==> config.mk <==
export PLATFORM = sky130hd
export DESIGN_NAME = dsm_mod1_flat
export DESIGN_NICKNAME = d
export VERILOG_FILES = /design/src/rtl/dsm_pkg.sv /design/src/rtl/dsm_mod1_if.sv /design/src/rtl/dsm_mod1_lfsr.sv /design/src/rtl/dsm_mod1.sv /design/src/flat_wrapper.sv
export SDC_FILE = /design/constraint.sdc
export NUM_CORES = 1
export LEC_CHECK = 0
export CAP_MARGIN = 15
export CORE_MARGIN = 2
export CORE_UTILIZATION = 50
export DETAILED_ROUTE_END_ITERATION = 8
export PLACE_DENSITY = 0.71
export SYNTH_ARGS = -nofsm -noshare
export SYNTH_HDL_FRONTEND = slang
export SYNTH_SLANG_ARGS = --single-unit
==> constraint.sdc <==
create_clock -name clk -period 5.46 [get_ports clk]
set_input_delay 0.819 -clock clk [delete_from_list [all_inputs] [get_ports clk]]
set_output_delay 0.819 -clock clk [all_outputs]
set_load 0.01 [all_outputs]
==> src/rtl/dsm_pkg.sv <==
// Shared types and constants for the first-order delta-sigma modulator.
package dsm_pkg;

  typedef enum logic {
    IDLE,
    RUN
  } state_t;

  localparam logic [15:0] LFSR_SEED = 16'hACE1;
  localparam logic [15:0] LFSR_TAPS = 16'hB400;

endpackage

==> src/rtl/dsm_mod1_if.sv <==
// Sample input handshake for dsm_mod1: the source drives data/valid, the modulator returns ready.
interface dsm_mod1_if #(
  parameter int W = 16
);

  logic [W-1:0] s_data;
  logic         s_valid;
  logic         s_ready;

  modport master (output s_data, output s_valid, input s_ready);
  modport slave  (input s_data, input s_valid, output s_ready);

endinterface

==> src/rtl/dsm_mod1_lfsr.sv <==
// 16-bit Fibonacci LFSR (taps 16,14,13,11) supplying a dither carry-in bit, one advance per step.
module dsm_lfsr
  import dsm_pkg::*;
(
  input  logic clk,
  input  logic rst,
  input  logic step,
  output logic dither
);

  logic [15:0] lfsr;

  always_ff @(posedge clk or posedge rst) begin
    if (rst) begin
      lfsr <= LFSR_SEED;
    end else if (step) begin
      lfsr <= {lfsr[14:0], ^(lfsr & LFSR_TAPS)};
    end
  end

  assign dither = lfsr[0];

endmodule

==> src/rtl/dsm_mod1.sv <==
// First-order delta-sigma modulator: W-bit unsigned PCM in, 1-bit stream out, OSR steps per sample.
// Define DSM_DITHER_EN to feed an LFSR dither bit into the accumulator carry-in.
module dsm_mod1
  import dsm_pkg::*;
#(
  parameter int W   = 16,
  parameter int OSR = 64
) (
  input  logic       clk,
  input  logic       rst,
  input  logic       en,
  dsm_mod1_if.slave  s,
  output logic       bit_out,
  output logic       bit_valid,
  output logic       frame_start,
  output logic       underrun
);

  localparam int            CW       = (OSR > 1) ? $clog2(OSR) : 1;
  localparam logic [CW-1:0] CNT_LAST = CW'(OSR - 1);

  state_t        state;
  state_t        state_nxt;
  logic [CW-1:0] cnt;
  logic [W-1:0]  acc;
  logic [W-1:0]  cur;
  logic          loaded;
  logic          cin;
  logic          cnt_last;
  logic          accept;
  logic          step;
  logic [W:0]    sum;

  assign cnt_last  = (cnt == CNT_LAST);
  assign s.s_ready = en && ((state == IDLE) || cnt_last);
  assign accept    = s.s_valid && s.s_ready;
  assign step      = en && (state == RUN);
  assign sum       = {1'b0, acc} + {1'b0, cur} + {{W{1'b0}}, cin};

`ifdef DSM_DITHER_EN
  logic dither;

  dsm_lfsr u_lfsr (
    .clk    (clk),
    .rst    (rst),
    .step   (step),
    .dither (dither)
  );

  assign cin = dither;
`else
  assign cin = 1'b0;
`endif

  always_ff @(posedge clk or posedge rst) begin
    if (rst) begin
      state <= IDLE;
    end else begin
      state <= state_nxt;
    end
  end

  always_comb begin
    state_nxt = state;
    case (state)
      IDLE:    if (accept) state_nxt = RUN;
      RUN:     state_nxt = RUN;
      default: state_nxt = IDLE;
    endcase
  end

  // Once running the modulator never idles: a missing sample just replays the current one.
  always_ff @(posedge clk or posedge rst) begin
    if (rst) begin
      acc         <= '0;
      cur         <= '0;
      cnt         <= '0;
      loaded      <= 1'b0;
      bit_out     <= 1'b0;
      bit_valid   <= 1'b0;
      frame_start <= 1'b0;
      underrun    <= 1'b0;
    end else begin
      bit_valid   <= 1'b0;
      frame_start <= 1'b0;
      underrun    <= 1'b0;
      if (en) begin
        case (state)
          IDLE: begin
            if (accept) begin
              cur    <= s.s_data;
              cnt    <= '0;
              acc    <= '0;
              loaded <= 1'b1;
            end
          end
          RUN: begin
            acc         <= sum[W-1:0];
            bit_out     <= sum[W];
            bit_valid   <= 1'b1;
            frame_start <= loaded && (cnt == '0);
            loaded      <= 1'b0;
            cnt         <= cnt_last ? '0 : cnt + 1'b1;
            if (cnt_last) begin
              if (accept) begin
                cur    <= s.s_data;
                loaded <= 1'b1;
              end else begin
                underrun <= 1'b1;
              end
            end
          end
          default: ;
        endcase
      end
    end
  end

endmodule
==> src/flat_wrapper.sv <==
// flat-port wrapper written by rule: the top's interface ports become plain ports
module dsm_mod1_flat import dsm_pkg::*;
#(
  parameter int W   = 16,
  parameter int OSR = 64
)
  (clk, rst, en, bit_out, bit_valid, frame_start, underrun, s_s_data, s_s_valid, s_s_ready);
  dsm_mod1_if #(.W(W)) s_i ();
  input  logic clk;
  input  logic rst;
  input  logic en;
  output logic bit_out;
  output logic bit_valid;
  output logic frame_start;
  output logic underrun;
  input wire logic [$bits(s_i.s_data)-1:0] s_s_data;
  input wire logic [$bits(s_i.s_valid)-1:0] s_s_valid;
  output wire logic [$bits(s_i.s_ready)-1:0] s_s_ready;
  assign s_i.s_data = s_s_data;
  assign s_i.s_valid = s_s_valid;
  assign s_s_ready = s_i.s_ready;
  dsm_mod1 #(.W(W), .OSR(OSR)) u_core (.clk(clk), .rst(rst), .en(en), .s(s_i), .bit_out(bit_out), .bit_valid(bit_valid), .frame_start(frame_start), .underrun(underrun));
endmodule
==> metrics.md, run 1 <==
| Metric | Value |
|---|---|
| Run status | `complete, no violations` |
| Layout cells sized above 1 | `11.35%` |
| CTS root buf | `clkbuf_8` |
| Via density | `5.949` |
| CTS sink cnt | `44` |
| CP max FO | `5` |
| Global-route wire length before repair | `9.397 mm` |
| Detailed placement HPWL | `3.744 mm` |
| Setup violators final | `0` |
| Setup Slack @ Placement | `2350 ps` |
| Detail Route Antenna Nets | `0` |
| Period Utilization, post-route | `53.31%` |
| Worst EP arrival | `2090 ps` |
| Initial Utilization | `51.73%` |
| Drt total wl | `5.333 mm` |
| Fmax | `343.6 MHz` |
| GRT Overall Usage | `19.53%` |
| Grt ovf | `0` |
| Num rows | `26` |
| Die Height | `76.46 um` |
| Max_cap viols | `0` |
| Vias in the first global route | `2,000` |
| Post-synthesis sequential area ratio | `41.94%` |
| Final core utilization | `59.22%` |
| Fin. max-slew vios | `0` |
| Drt pass-1 iters | `4` |
| Reg2Reg Setup Slack | `3120 ps` |
| WS Path Type | `in -> out` |
| Warnings from Yosys | `0` |
| Library cells used by synthesis | `54` |
| DRC Markers | `0` |
| Area grow syn2layout | `14.49%` |
| Setup_tns | `0 ps` |
| Vias post-DR | `2,094` |
| DR iter-0 viols | `142` |
| Synthesized area per cell | `10.14 sq um` |
| Worst hold path type | `reg -> reg` |
| Worst setup margin | `2550 ps` |
| Worst-path clk slew | `80 ps` |
| Total power | `1737 uW` |
| Area after DPL | `0.002912 sq mm` |
| Gpl congestion | `0.8157` |
| Later-pin clock latency in the skew report | `300 ps` |
| Width of the die | `76.46 um` |
| Clock Tree Buf Depth | `2` |
| Clock skew | `9.134 ps` |
| Startpoint types | `primary input` |
| Core area | `0.005075 sq mm` |
| Main synth FF type | `dfrtp_1` |
| Largest net degree at the start of global routing | `45` |
| Initial antenna violation count | `0` |
| Ant. Diodes | `0` |
| CP Data Required Time | `4640 ps` |
| Yosys reg bits | `44` |
| TritonCTS clock tree | `yes` |
| Synthesized cell area | `0.002625 sq mm` |
| Pin slew with the least headroom to its limit | `905.0 ps` |
| RSZ-0062 raised after global routing | `false` |
| Syn Inst Count | `259` |
| VDD IR max | `0.0001996 V` |
| CP Capture Type | `output port` |
| Syn Nets | `298` |
| Slew headroom | `39.58%` |
| Pwr Density | `577.8 mW/mm^2` |
| Hold Violations, Final | `0` |
| Tmin final | `2910 ps` |
| Post-CTS setup buffer count | `0` |
| DIE AREA | `0.005845 sq mm` |
| Design Area, Final | `0.003005 sq mm` |
| Leakage power | `0.001318 uW` |
| Wire length per cell | `15.15 um` |
| IO Count | `25` |
| CTS Hold Buffers Added | `0` |
| Num CTS Buffers | `5` |
| Fin nets | `320` |
| Port Buffers | `24` |
| Post-synth ARST share | `100.0%` |
| Post_cts resized | `0` |
| Number of synthesized flops with an enable pin | `0` |
| H-tree depth | `2` |
[placed cells by master, fill, tap and decap left out, drive strengths merged, types with 3 or more instances in the layout]
master / count
or3: 5
clkdlybuf4s50: 24
ha: 18
a21o: 5
a31oi: 3
nand2b: 3
nand2: 21
inv: 10
nand3: 9
a32oi: 3
nor3: 4
o21ai: 19
o211ai: 4
mux2: 17
o31ai: 3
dfrtp: 44
and3: 5
a22o: 5
a211oi: 3
mux2i: 4
clkbuf: 7
o21a: 8
a21oi: 14
nor2: 12
[routing by layer]
layer / up-vias / part of all wire (%) / GRT usage [%]
met3: 9 / 3.8 / 3.436
li1: 1029 / - / -
met2: 46 / 46 / 30.62
met5: - / 0 / 0
met1: 1010 / 49 / 27.48
met4: 0 / 1.4 / 6.545
[through the flow]
step           cells  hold slack, ps
3_3_place_gp     344           471.3
4_1_cts          352           507.3
3_5_place_dp     344           487.0
2_1_floorplan    259           438.6
6_report         352           507.1
5_1_grt          352           535.5
[cell usage after synthesis, types with 4 or more instances]
| library cell | count | area share, % |
|---|---|---|
| inv_1 | 10 | 1.4 |
| o21a_1 | 8 | 2.3 |
| and3_1 | 5 | 1.2 |
| o211ai_1 | 4 | 1.1 |
| ha_1 | 18 | 8.6 |
| a21oi_1 | 14 | 2.7 |
| mux2_2 | 17 | 7.3 |
| nand2_1 | 20 | 2.9 |
| mux2i_1 | 4 | 1.5 |
| nor2_1 | 12 | 1.7 |
| a22o_1 | 5 | 1.7 |
| clkbuf_1 | 5 | 0.72 |
| a21o_1 | 5 | 1.4 |
| nor3_1 | 4 | 0.76 |
| or3_1 | 5 | 1.2 |
| dfrtp_1 | 44 | 42 |
| o21ai_0 | 15 | 2.9 |
| nand3_1 | 9 | 1.7 |
[cell type report]
type	instances	area, sq um
fillers	449	2069
multi-input cells	195	1438
flip-flops and latches	44	1101
repair buffers	25	247.7
well taps	70	87.58
clock buffers	7	86.33
inverters	10	37.54
clock inverters	1	7.507
[critical path, cell delays in order]
cell and delay (ps):
clkdlybuf4s50_1 550, and2_4 190, clkdlybuf4s50_1 530
[report_power, final]
group	total [uW]	internal, uW	switching, uW
registers	550	460	89.3
logic	975	439	536
clock network	212	103	109
total	1740	1000	734
[final timing paths]
check | cells past startpoint | start | end
hold / removal | 2 | u_core.loaded$_DFFE_PP0P_ | u_core.loaded$_DFFE_PP0P_
min in group asynchronous | 2 | rst | u_core.cur[5]$_DFFE_PP0P_
setup / recovery | 3 | en | s_s_ready
max in group asynchronous | 2 | rst | u_core.cur[14]$_DFFE_PP0P_
setup reg to reg | 8 | u_core.cur[0]$_DFFE_PP0P_ | u_core.acc[10]$_DFFE_PP0P_
hold reg to reg | 2 | u_core.loaded$_DFFE_PP0P_ | u_core.loaded$_DFFE_PP0P_
[cell families after synthesis]
logic type	share of synthesized area, %
AND/OR/NAND/NOR	14.87
XOR/XNOR	0.3337
AO/OA/AOI/OAI	21.40
buffers and inverters	3.289
multiplexers	8.818
adder cells (fa/ha/maj)	9.342
flip-flops	41.94
[state kept, by name (all words and copies together) (netlist names)]
signal              flops
u_core.bit_valid        1
u_core.state            1
u_core.cur             16
u_core.acc             16
u_core.loaded           1
u_core.frame_start      1
u_core.cnt              6
u_core.underrun         1
u_core.bit_out          1
No activity file was read; power rests on OpenSTA's default activity.
==> run 2, diff against run 1 <==
- PLACE_DENSITY: 0.71 -> 0.74
- clock period: 5.46 -> 2.6 ns (I/O delays scaled with it)
==> run 2 against run 1 <==
Effect of this change: flip-flop and latch count is the same; clock skew shrank 6.0 ps; total power grew 110%; non-clock buffer count grew 4; critical path depth increased by 2; setup slack worse by 2300 ps; first-iteration DRC count shrank 23%; final area rose by 1.4%; clock power is 110% higher; largest power group unchanged.
==> metrics.md, run 2 (synthesized netlist as in run 1, its figures left out) <==
| Metric | Value |
|---|---|
| Run status | `complete, no violations (unchanged)` |
| Initial antenna violation count | `0 (unchanged)` |
| Power share of the clock group | `12.0% (was 12.2%)` |
| Sw frac | `42.06% (was 42.27%)` |
| IO Count | `25 (unchanged)` |
| Commonest non-fill, non-tap cell in the layout | `dfrtp_1 (unchanged)` |
| Gpl congestion | `0.8836 (was 0.8157)` |
| Most frequent cells in the layout | `dfrtp_1, clkdlybuf4s50_1, nand2_1, ha_1, mux2_2 (unchanged)` |
| GRT Overall Usage | `19.06% (was 19.53%)` |
| DRC Markers | `0 (unchanged)` |
| Regs by FF count | `u_core.acc: 16 flops, u_core.cur: 16 flops, u_core.cnt: 6 flops (unchanged)` |
| Placed Instances | `348 (was 344)` |
| Total power | `3646 uW (was 1737 uW)` |
| Fmax | `422.8 MHz` |
| Pwr Density | `1197 mW/mm^2 (was 577.8 mW/mm^2)` |
| H-tree depth | `2 (unchanged)` |
| Final Non-Filler Cells | `356 (was 352)` |
| Detail Route Antenna Nets | `0 (unchanged)` |
| CTS Hold Buffers Added | `0 (unchanged)` |
| Slew headroom | `44.51% (was 39.58%)` |
| Vias post-DR | `2,076 (was 2,094)` |
| Wire length per cell | `15.24 um (was 15.15 um)` |
| P_sw | `1533 uW (was 734.0 uW)` |
| Grt ovf | `0 (unchanged)` |
| Worst setup margin | `234.6 ps (was 2550 ps)` |
| Internal power | `2113 uW (was 1003 uW)` |
| VDD IR max | `0.0005926 V (was 0.0001996 V)` |
| Die Height | `76.46 um (unchanged)` |
| Combinational share of power | `56.2% (about the same)` |
| Post_cts resized | `0 (unchanged)` |
| Tmin final | `2365 ps` |
| Pin slew with the least headroom to its limit | `827.3 ps (was 905.0 ps)` |
| Ant. Diodes | `0 (unchanged)` |
| Largest net degree at the start of global routing | `25 (was 45)` |
| Worst hold path type | `in -> async (was reg -> reg)` |
| CP max FO | `5 (unchanged)` |
| DIE AREA | `0.005845 sq mm (unchanged)` |
| CTS root buf | `clkbuf_8 (unchanged)` |
| CP Data Required Time | `2210 ps (was 4640 ps)` |
| Clock Tree Buf Depth | `2 (unchanged)` |
| WS Path Type | `reg -> out (was in -> out)` |
| Global-route wire length before repair | `9.211 mm (was 9.397 mm)` |
| Post-CTS setup buffer count | `0 (unchanged)` |
| Drt total wl | `5.425 mm (was 5.333 mm)` |
| Area grow syn2layout | `16.06% (was 14.49%)` |
| Leakage power | `0.001345 uW (was 0.001318 uW)` |
| Clock skew | `3.169 ps (was 9.134 ps)` |
| Vias in the first global route | `1,939 (was 2,000)` |
| Filler cell count | `461 (was 449)` |
| Drt pass-1 iters | `5 (was 4)` |
| Setup violators final | `0 (unchanged)` |
| Worst-path clk slew | `80 ps (about the same)` |
| Via density | `5.831 (was 5.949)` |
| CTS sink cnt | `44 (unchanged)` |
| Max_cap viols | `0 (unchanged)` |
| Startpoint types | `flip-flop (was primary input)` |
| Detailed placement HPWL | `3.836 mm (was 3.744 mm)` |
| Later-pin clock latency in the skew report | `290 ps (was 300 ps)` |
| Fin nets | `324 (was 320)` |
| Layout cells sized above 1 | `12.59% (was 11.35%)` |
| Period Utilization, post-route | `90.98%` |
| Worst EP arrival | `1980 ps (was 2090 ps)` |
| Num rows | `26 (unchanged)` |
| Seq pwr share | `31.9% (was 31.6%)` |
| Width of the die | `76.46 um (unchanged)` |
| DR iter-0 viols | `110 (was 142)` |
| Hold Violations, Final | `0 (unchanged)` |
| RSZ-0062 raised after global routing | `false (unchanged)` |
| Setup_tns | `0 ps (unchanged)` |
| Setup Slack @ Placement | `415.4 ps (was 2350 ps)` |
| Num CTS Buffers | `5 (unchanged)` |
| Fin. max-slew vios | `0 (unchanged)` |
| Core area | `0.005075 sq mm (unchanged)` |
| CP Capture Type | `output port (unchanged)` |
| Port Buffers | `24 (unchanged)` |
| Initial Utilization | `51.73% (unchanged)` |
| TritonCTS clock tree | `yes (unchanged)` |
==> run 2: changes by cell type in the layout (fill, tap and decap cells not counted) <==
| cell | previous run | this run |
|---|---|---|
| buf_12 | 0 | 1 |
| clkinv_2 | 0 | 2 |
| buf_4 | 1 | 4 |
| clkbuf_1 | 1 | 0 |
| inv_2 | 1 | 0 |
| clkinv_1 | 0 | 1 |
| clkinvlp_4 | 1 | 0 |
==> run 2: worst max-delay path, stage by stage (launching register included) <==
cell	delay, ps
dfrtp_1	410
ha_1	200
nand3_1	140
o21ai_2	220
and2_4	190
clkdlybuf4s50_1	530
==> run 2: cell type report <==
type	count	area, sq um	share of cell area, %
clock inverter	2	10.01	0.3285
tap	70	87.58	2.875
sequential	44	1101	36.14
clock buffer	6	82.58	2.710
timing repair buffer	29	290.3	9.528
multi-input combinational	195	1438	47.19
inverter	10	37.54	1.232
==> run 2: final timing paths <==
kind | from | to | slack [ps] | cells after the start
setup / recovery | u_core.cnt[0]$_DFFE_PP0P_ | s_s_ready | 230 | 5
hold / removal | rst | u_core.cnt[3]$_DFFE_PP0P_ | 470 | 2
setup reg to reg | u_core.acc[0]$_DFFE_PP0P_ | u_core.acc[10]$_DFFE_PP0P_ | 410 | 8
hold reg to reg | u_core.loaded$_DFFE_PP0P_ | u_core.loaded$_DFFE_PP0P_ | 500 | 2
max in group asynchronous | rst | u_core.cur[12]$_DFFE_PP0P_ | 1610 | 3
min in group clk | u_core.loaded$_DFFE_PP0P_ | u_core.loaded$_DFFE_PP0P_ | 500 | 2
==> run 2: metrics by stage <==
step | util [%] | hold slack, ps | instance area, sq um
after floorplan | - | 438.6 | 2625
after global placement | 58.21 | 456.4 | 2954
after detailed placement | 58.21 | 488.7 | 2954
after CTS | 60.03 | 487.8 | 3047
after global routing | 60.03 | 510.9 | 3047
final | 60.03 | 465.9 | 3047
==> run 2: layer usage <==
metal	wire (um)	track usage (%)
met5	0	0
met1	2538	27.03
met2	2642	30.88
met3	218	3.791
met4	26	3.091
==> run 2: power by group through the flow <==
stage	Combinational [uW]	Clock (uW)	Sequential, uW
CTS	2040	449	1160
floorplan	1620	0	1110
detailed placement	2010	0	1170
global route	2320	475	1200
finish	2050	437	1160
global placement	1970	0	1160
==> run 3, diff against run 2 <==
- GPL_ROUTABILITY_DRIVEN: not set -> 0
==> results of run 3 <==
Final layout, timing and power as in run 2 (identical DEF).
